### src/rtl/alu_cmd_loader_pkg.sv
// alu_cmd_loader shared definitions: ALU opcodes, fault codes, framer
// state encoding and an opcode validity helper.
package alu_cmd_loader_pkg;

    localparam logic [7:0] OP_ADD = 8'h01;
    localparam logic [7:0] OP_SUB = 8'h02;
    localparam logic [7:0] OP_MUL = 8'h03;
    localparam logic [7:0] OP_DIV = 8'h04;

    typedef enum logic [2:0] {
        ERR_NONE     = 3'd0,
        ERR_BAD_OP   = 3'd1,
        ERR_TIMEOUT  = 3'd2,
        ERR_OVERRUN  = 3'd3,
        ERR_DIV_ZERO = 3'd4
    } err_code_e;

    typedef enum logic [2:0] {
        S_IDLE,
        S_NUM1,
        S_NUM2,
        S_DISPATCH,
        S_WAIT_ALU
    } state_e;

    function automatic logic is_valid_op(input logic [7:0] b);
        return (b == OP_ADD) || (b == OP_SUB) ||
               (b == OP_MUL) || (b == OP_DIV);
    endfunction

endpackage

### src/rtl/alu_cmd_loader_if.sv
// Byte-in / command-out bundle between UART rx, framer and ALU.
// slave: framer side; master: UART rx + ALU side (drives rx bytes, done).
interface alu_cmd_loader_if #(
    parameter int BITNESS = 8
);
    logic [7:0]         i_rx_data;
    logic               i_rx_valid;
    logic               i_alu_done;
    logic [7:0]         o_op_code;
    logic [BITNESS-1:0] o_num_1;
    logic [BITNESS-1:0] o_num_2;
    logic               o_alu_ready;
    logic               o_busy;
    logic               o_error;
    logic [2:0]         o_err_code;

    modport slave (
        input  i_rx_data, i_rx_valid, i_alu_done,
        output o_op_code, o_num_1, o_num_2,
        output o_alu_ready, o_busy, o_error, o_err_code
    );

    modport master (
        output i_rx_data, i_rx_valid, i_alu_done,
        input  o_op_code, o_num_1, o_num_2,
        input  o_alu_ready, o_busy, o_error, o_err_code
    );
endinterface

### src/rtl/alu_cmd_timeout.sv
// Loadable down-counter: load -> TIMEOUT_CYCLES, counts while en.
// Ports: i_clk, reset (sync, high), load, en; expired = en on last count.
module alu_cmd_timeout #(
    parameter int TIMEOUT_CYCLES = 1000
) (
    input  logic i_clk,
    input  logic reset,
    input  logic load,
    input  logic en,
    output logic expired
);
    localparam int W = $clog2(TIMEOUT_CYCLES + 1);

    logic [W-1:0] cnt;

    always_ff @(posedge i_clk) begin
        if (reset) begin
            cnt <= '0;
        end else if (load) begin
            cnt <= W'(TIMEOUT_CYCLES);
        end else if (en && cnt != '0) begin
            cnt <= cnt - 1'b1;
        end
    end

    // After a load, the TIMEOUT_CYCLES-th enabled cycle sees cnt == 1.
    assign expired = en && (cnt == W'(1));
endmodule

### src/rtl/alu_cmd_loader.sv
// Frames opcode + two BITNESS-wide operands from rx bytes, dispatches to ALU.
// Ports: i_clk, reset (sync, high), bus (alu_cmd_loader_if.slave).
// Option: ALU_DIV_ZERO_CHECK_EN rejects DIV frames with num_2 == 0.
module alu_cmd_loader
    import alu_cmd_loader_pkg::*;
#(
    parameter int BITNESS        = 8,
    parameter int TIMEOUT_CYCLES = 1000
) (
    input  logic              i_clk,
    input  logic              reset,
    alu_cmd_loader_if.slave   bus
);
    localparam int BYTES = BITNESS / 8;
    localparam int CW    = (BYTES > 1) ? $clog2(BYTES) : 1;

    state_e             state;
    logic [CW-1:0]      byte_cnt;
    logic [7:0]         op_reg;
    logic [BITNESS-1:0] n1;
    logic [BITNESS-1:0] n2;
    logic [BITNESS-1:0] n1_nxt;
    logic [BITNESS-1:0] n2_nxt;
    logic               last_byte;
    logic               in_frame;
    logic               tmo_load;
    logic               tmo_en;
    logic               tmo_exp;
    logic               div_zero;

    // Shift left one byte, new byte into the LSBs (MSB-first framing).
    assign n1_nxt    = BITNESS'({n1, bus.i_rx_data});
    assign n2_nxt    = BITNESS'({n2, bus.i_rx_data});
    assign last_byte = (byte_cnt == CW'(BYTES - 1));
    assign in_frame  = (state == S_NUM1) || (state == S_NUM2);

    // Reload on every byte in a frame, and while idle/dispatching so
    // each timed state starts with a full window.
    assign tmo_load = (state == S_IDLE) || (state == S_DISPATCH) ||
                      (in_frame && bus.i_rx_valid);
    assign tmo_en   = in_frame || (state == S_WAIT_ALU);

`ifdef ALU_DIV_ZERO_CHECK_EN
    assign div_zero = (op_reg == OP_DIV) && (n2_nxt == '0);
`else
    assign div_zero = 1'b0;
`endif

    alu_cmd_timeout #(
        .TIMEOUT_CYCLES (TIMEOUT_CYCLES)
    ) u_timeout (
        .i_clk   (i_clk),
        .reset   (reset),
        .load    (tmo_load),
        .en      (tmo_en),
        .expired (tmo_exp)
    );

    assign bus.o_busy = (state != S_IDLE);

    always_ff @(posedge i_clk) begin
        if (reset) begin
            state           <= S_IDLE;
            byte_cnt        <= '0;
            op_reg          <= '0;
            n1              <= '0;
            n2              <= '0;
            bus.o_op_code   <= '0;
            bus.o_num_1     <= '0;
            bus.o_num_2     <= '0;
            bus.o_alu_ready <= 1'b0;
            bus.o_error     <= 1'b0;
            bus.o_err_code  <= '0;
        end else begin
            bus.o_alu_ready <= 1'b0;
            bus.o_error     <= 1'b0;
            unique case (state)
                S_IDLE: begin
                    if (bus.i_rx_valid) begin
                        if (is_valid_op(bus.i_rx_data)) begin
                            op_reg   <= bus.i_rx_data;
                            byte_cnt <= '0;
                            state    <= S_NUM1;
                        end else begin
                            bus.o_error    <= 1'b1;
                            bus.o_err_code <= ERR_BAD_OP;
                        end
                    end
                end
                S_NUM1: begin
                    if (bus.i_rx_valid) begin
                        n1 <= n1_nxt;
                        if (last_byte) begin
                            byte_cnt <= '0;
                            state    <= S_NUM2;
                        end else begin
                            byte_cnt <= byte_cnt + CW'(1);
                        end
                    end else if (tmo_exp) begin
                        state          <= S_IDLE;
                        bus.o_error    <= 1'b1;
                        bus.o_err_code <= ERR_TIMEOUT;
                    end
                end
                S_NUM2: begin
                    if (bus.i_rx_valid) begin
                        n2 <= n2_nxt;
                        if (last_byte) begin
                            byte_cnt <= '0;
                            if (div_zero) begin
                                state          <= S_IDLE;
                                bus.o_error    <= 1'b1;
                                bus.o_err_code <= ERR_DIV_ZERO;
                            end else begin
                                bus.o_op_code   <= op_reg;
                                bus.o_num_1     <= n1;
                                bus.o_num_2     <= n2_nxt;
                                bus.o_alu_ready <= 1'b1;
                                state           <= S_DISPATCH;
                            end
                        end else begin
                            byte_cnt <= byte_cnt + CW'(1);
                        end
                    end else if (tmo_exp) begin
                        state          <= S_IDLE;
                        bus.o_error    <= 1'b1;
                        bus.o_err_code <= ERR_TIMEOUT;
                    end
                end
                S_DISPATCH: begin
                    state <= S_WAIT_ALU;
                    if (bus.i_rx_valid) begin
                        bus.o_error    <= 1'b1;
                        bus.o_err_code <= ERR_OVERRUN;
                    end
                end
                S_WAIT_ALU: begin
                    if (bus.i_rx_valid) begin
                        bus.o_error    <= 1'b1;
                        bus.o_err_code <= ERR_OVERRUN;
                    end
                    // A timeout outranks a simultaneous overrun byte.
                    if (bus.i_alu_done) begin
                        state <= S_IDLE;
                    end else if (tmo_exp) begin
                        state          <= S_IDLE;
                        bus.o_error    <= 1'b1;
                        bus.o_err_code <= ERR_TIMEOUT;
                    end
                end
                default: state <= S_IDLE;
            endcase
        end
    end
endmodule

### src/flat_wrapper.sv
// flat-port wrapper written by rule: the top's interface ports become plain ports
module alu_cmd_loader_flat import alu_cmd_loader_pkg::*;
#(
    parameter int BITNESS        = 8,
    parameter int TIMEOUT_CYCLES = 1000
)
  (i_clk, reset, bus_i_rx_data, bus_i_rx_valid, bus_i_alu_done, bus_o_op_code, bus_o_num_1, bus_o_num_2, bus_o_alu_ready, bus_o_busy, bus_o_error, bus_o_err_code);
  alu_cmd_loader_if #(.BITNESS(BITNESS)) bus_i ();
  input  logic i_clk;
  input  logic reset;
  input wire logic [$bits(bus_i.i_rx_data)-1:0] bus_i_rx_data;
  input wire logic [$bits(bus_i.i_rx_valid)-1:0] bus_i_rx_valid;
  input wire logic [$bits(bus_i.i_alu_done)-1:0] bus_i_alu_done;
  output wire logic [$bits(bus_i.o_op_code)-1:0] bus_o_op_code;
  output wire logic [$bits(bus_i.o_num_1)-1:0] bus_o_num_1;
  output wire logic [$bits(bus_i.o_num_2)-1:0] bus_o_num_2;
  output wire logic [$bits(bus_i.o_alu_ready)-1:0] bus_o_alu_ready;
  output wire logic [$bits(bus_i.o_busy)-1:0] bus_o_busy;
  output wire logic [$bits(bus_i.o_error)-1:0] bus_o_error;
  output wire logic [$bits(bus_i.o_err_code)-1:0] bus_o_err_code;
  assign bus_i.i_rx_data = bus_i_rx_data;
  assign bus_i.i_rx_valid = bus_i_rx_valid;
  assign bus_i.i_alu_done = bus_i_alu_done;
  assign bus_o_op_code = bus_i.o_op_code;
  assign bus_o_num_1 = bus_i.o_num_1;
  assign bus_o_num_2 = bus_i.o_num_2;
  assign bus_o_alu_ready = bus_i.o_alu_ready;
  assign bus_o_busy = bus_i.o_busy;
  assign bus_o_error = bus_i.o_error;
  assign bus_o_err_code = bus_i.o_err_code;
  alu_cmd_loader #(.BITNESS(BITNESS), .TIMEOUT_CYCLES(TIMEOUT_CYCLES)) u_core (.i_clk(i_clk), .reset(reset), .bus(bus_i));
endmodule
### config.mk
export PLATFORM = sky130hd
export DESIGN_NAME = alu_cmd_loader_flat
export DESIGN_NICKNAME = d
export VERILOG_FILES = /design/src/rtl/alu_cmd_loader_pkg.sv /design/src/rtl/alu_cmd_loader_if.sv /design/src/rtl/alu_cmd_timeout.sv /design/src/rtl/alu_cmd_loader.sv /design/src/flat_wrapper.sv
export SDC_FILE = /design/constraint.sdc
export NUM_CORES = 1
export LEC_CHECK = 0
export CAP_MARGIN = 20
export CORE_MARGIN = 2
export CORE_UTILIZATION = 56
export DETAILED_ROUTE_END_ITERATION = 6
export PLACE_DENSITY = 0.84
export SYNTH_ARGS = -nofsm -noshare
export SYNTH_HDL_FRONTEND = slang
export SYNTH_SLANG_ARGS = --single-unit
### constraint.sdc
create_clock -name i_clk -period 3.55 [get_ports i_clk]
set_input_delay 0.71 -clock i_clk [delete_from_list [all_inputs] [get_ports i_clk]]
set_output_delay 0.71 -clock i_clk [all_outputs]
set_load 0.02 [all_outputs]
==> impl_metrics.sql <==
INSERT INTO impl_metrics (metric_group, metric, value, unit) VALUES
('run_status', 'run_status', 'complete, no violations', ''),
('synthesis', 'yosys.area_share.adder', '0.0105', ''),
('cts', 'clk_pin_slew', '0.06', 'ns'),
('critical_path', 'timing.critical_path.slowest_cell_delay', '0.56', 'ns'),
('detailed_routing', 'route.top_layer_used', 'met4', ''),
('synthesis', 'most_area_consuming_cells_after_synthesis', 'sky130_fd_sc_hd__dfxtp_1, sky130_fd_sc_hd__nand2_1, sky130_fd_sc_hd__a21oi_1', ''),
('layout', 'top_register', 'u_core.u_timeout.cnt', ''),
('synthesis', 'synth_seq_area_share', '0.489', ''),
('layout', 'finished_layout_cell_area', '2960', 'µm²'),
('power_and_ir_drop', 'report.power.total', '1.23', 'mW'),
('sta', 'hold-worst-slack', '0.443', 'ns'),
('critical_path', 'gate_family_responsible_for_the_most_delay_along_the_worst_path', 'simple AND/OR/NAND/NOR gates', ''),
('detailed_routing', 'detailroute.wirelength.met2', '2330', 'µm'),
('detailed_routing', 'routedWlPerCell', '13.6', 'µm'),
('power_and_ir_drop', 'total_leakage_power', '1.04', 'nW'),
('synthesis', 'async_flop_share', '0', ''),
('layout', 'syn2layout_area_growth', '24.7', '%'),
('critical_path', 'critical_path.n_buffers_inverters', '2', ''),
('global_route', 'global_route.overflow_total', '0', ''),
('synthesis', 'synthFlopType', 'sky130_fd_sc_hd__dfxtp_1', ''),
('layout', 'nets', '324', ''),
('detailed_routing', 'detail_route.iter0.violations', '138', ''),
('critical_path', 'cp.arrival', '2.20', 'ns'),
('global_route', 'gr-usage-all-layers', '0.220', ''),
('critical_path', 'worstPathCellList', 'or2_2 -> nor2_1 -> inv_1 -> clkdlybuf4s50_1', ''),
('synthesis', 'synth_xor_xnor_area_share', '0.0369', ''),
('global_route', 'grt_max_degree', '54', ''),
('critical_path', 'timing.critical_path.from_type', 'flip-flop', ''),
('detailed_routing', 'route.detailed.drc', '0', ''),
('cts', 'cts_made_buffers', '9', ''),
('floorplanning', 'die_w', '69.1', 'µm'),
('floorplanning', 'initial_core_util', '0.589', ''),
('critical_path', 'critical_path.max_fanout', '14', ''),
('sta', 'timing.final.hold_violations', '0', ''),
('critical_path', 'r2r-start', 'u_core.u_timeout.cnt[4]', ''),
('synthesis', 'synth_largest_type_area_fraction', '0.489', ''),
('synthesis', 'synth_seq_cells', '58', ''),
('sta', 'finalWorstPathRequiredPeriod', '2.91', 'ns'),
('global_route', 'number_of_antenna_violations_at_the_first_check_in_global_routing', '0', ''),
('cts', 'ctsHoldBuffers', '0', ''),
('synthesis', 'netlist.top_cell.by_area', 'sky130_fd_sc_hd__dfxtp_1', ''),
('placement', 'placedInstanceArea', '2800', 'µm²'),
('sta', 'period_share', '0.821', ''),
('synthesis', 'post_synth_instance_area', '2370', 'µm²'),
('min_path', 'hold-path-cell-count', '2', ''),
('layout', 'antenna_cells', '0', ''),
('cts', 'htree_levels', '3', ''),
('min_path', 'timing.hold.worst.start', 'u_core.op_reg[4]', ''),
('synthesis', 'synth_compound_area_frac', '0.147', ''),
('critical_path', 'endpoint_kind', 'output pin', ''),
('detailed_routing', 'first_pass_iters', '4', ''),
('critical_path', 'classification_of_the_worst_setup_path', 'flip-flop to output pin', ''),
('sta', 'tightest_slew', '0.937', 'ns'),
('placement', 'place_congestion', '0.834', ''),
('detailed_routing', 'drt-met1-wl', '2340', 'µm'),
('cts', 'cts-root-buf', 'sky130_fd_sc_hd__clkbuf_8', ''),
('sta', 'max_clock_freq', '343', 'MHz'),
('power_and_ir_drop', 'power.density', '415', 'nW/µm²'),
('critical_path', 'critical_path.slowest_cell', 'sky130_fd_sc_hd__clkdlybuf4s50_1', ''),
('floorplanning', 'core_box_area', '4030', 'µm²'),
('placement', 'port_buffers', '41', ''),
('placement', 'dp_hpwl', '3250', 'µm'),
('synthesis', 'yosys_warnings', '0', ''),
('synthesis', 'syn-instance-count', '272', ''),
('sta', 'setup_repair_after_global_routing_missed_its_margin', 'no', ''),
('sta', 'relSlewSlack', '0.375', ''),
('critical_path', 'rr_worst_depth', '5', ''),
('cts', 'cts_resized', '0', ''),
('floorplanning', 'die_h', '69.1', 'µm'),
('min_path', 'hold-path-endpoint', 'u_core.bus.o_op_code[4]', ''),
('sta', 'finalClockSkew', '0.00597', 'ns');
-- layout by cell type (no fill, tap or decap), types with 3 or more instances in the layout --
cell | synthesis | layout
sky130_fd_sc_hd__xnor2_1 | 7 | 7
sky130_fd_sc_hd__buf_4 | 0 | 3
sky130_fd_sc_hd__or3_1 | 4 | 4
sky130_fd_sc_hd__and2_1 | 5 | 5
sky130_fd_sc_hd__nand3_1 | 3 | 3
sky130_fd_sc_hd__clkbuf_8 | 0 | 9
sky130_fd_sc_hd__xor2_1 | 3 | 3
sky130_fd_sc_hd__nand2_1 | 52 | 52
sky130_fd_sc_hd__nor2_1 | 18 | 18
sky130_fd_sc_hd__a21oi_1 | 33 | 33
sky130_fd_sc_hd__o211ai_1 | 3 | 3
sky130_fd_sc_hd__mux2i_1 | 11 | 11
sky130_fd_sc_hd__clkdlybuf4s50_1 | 0 | 40
sky130_fd_sc_hd__clkinv_2 | 0 | 4
sky130_fd_sc_hd__dfxtp_1 | 58 | 58
sky130_fd_sc_hd__nor3_1 | 9 | 9
sky130_fd_sc_hd__inv_1 | 6 | 6
sky130_fd_sc_hd__nor4_1 | 4 | 4
sky130_fd_sc_hd__o21ai_0 | 7 | 7
-- area by class of cell --
cell class                 count  area (µm²)
tap                           50        62.6
clock buffer                   9         124
timing repair buffer          44         428
sequential                    58        1160
multi-input combinational    191        1130
fill                         322        1070
clock inverter                 6        35.0
inverter                       6        22.5
-- worst max-delay path by stage --
stage / from / endpoint / slack, ns / cells past startpoint
floorplan: bus_i_rx_data[4] / u_core.state[0] / 1.27 / 5
global placement: bus_i_rx_data[5] / u_core.state[0] / 0.71 / 6
detailed placement: bus_i_rx_data[5] / u_core.state[0] / 0.63 / 6
finish: u_core.state[0] / bus_o_busy / 0.64 / 4
CTS: u_core.state[0] / bus_o_busy / 0.64 / 4
global route: u_core.state[0] / bus_o_busy / 0.52 / 4
-- report_power, final --
part,total [mW],switching (mW),internal (mW)
Clock,0.492,0.249,0.243
Sequential,0.666,0.00769,0.658
Combinational,0.0691,0.0389,0.0302
-- worst reg2reg max path: stages, from the launching register on --
cell and delay [ns]:
sky130_fd_sc_hd__dfxtp_1 0.36, sky130_fd_sc_hd__nor4_1 0.56, sky130_fd_sc_hd__nand3_1 0.31, sky130_fd_sc_hd__o311ai_2 0.38
sky130_fd_sc_hd__o211ai_1 0.20, sky130_fd_sc_hd__a221oi_1 0.27
-- per-stage QoR --
stage	util	setup slack, ns
after floorplan	-	1.27
after global placement	0.695	0.707
after detailed placement	0.695	0.631
after CTS	0.734	0.642
after global routing	0.734	0.522
final	0.734	0.637
-- cells in the mapped netlist, types with 2 or more instances --
| library cell | number |
|---|---|
| sky130_fd_sc_hd__clkbuf_1 | 12 |
| sky130_fd_sc_hd__o211ai_1 | 3 |
| sky130_fd_sc_hd__nor2_1 | 18 |
| sky130_fd_sc_hd__and2_1 | 5 |
| sky130_fd_sc_hd__xor2_1 | 3 |
| sky130_fd_sc_hd__nand2_1 | 52 |
| sky130_fd_sc_hd__nand3b_1 | 2 |
| sky130_fd_sc_hd__nand3_1 | 3 |
| sky130_fd_sc_hd__buf_1 | 2 |
| sky130_fd_sc_hd__buf_2 | 3 |
| sky130_fd_sc_hd__inv_1 | 6 |
| sky130_fd_sc_hd__a21oi_1 | 33 |
| sky130_fd_sc_hd__o21ai_0 | 7 |
| sky130_fd_sc_hd__nor3_1 | 9 |
| sky130_fd_sc_hd__a211oi_1 | 2 |
| sky130_fd_sc_hd__or3_1 | 4 |
| sky130_fd_sc_hd__xnor2_1 | 7 |
| sky130_fd_sc_hd__a31oi_1 | 2 |
| sky130_fd_sc_hd__nor2b_1 | 2 |
| sky130_fd_sc_hd__mux2i_1 | 11 |
| sky130_fd_sc_hd__nor4_1 | 4 |
| sky130_fd_sc_hd__or2_2 | 2 |
| sky130_fd_sc_hd__dfxtp_1 | 58 |
| sky130_fd_sc_hd__ha_1 | 2 |
-- cells by family (layout without fill, tap and decap cells) --
family / Yosys count / after routing
xor+xnor: 10 / 10
buf+inv: 23 / 65
fa+ha+maj: 2 / 2
mux: 12 / 12
simple gates: 110 / 110
flops: 58 / 58
compound gates: 57 / 57
-- metal layers --
| layer | GRT usage | vias up |
|---|---|---|
| met4 | 0.100 | 0 |
| li1 | - | 1007 |
| met5 | 0 | - |
| met3 | 0.0731 | 4 |
| met2 | 0.346 | 57 |
| met1 | 0.273 | 922 |
(Power assumes the default switching activity.)
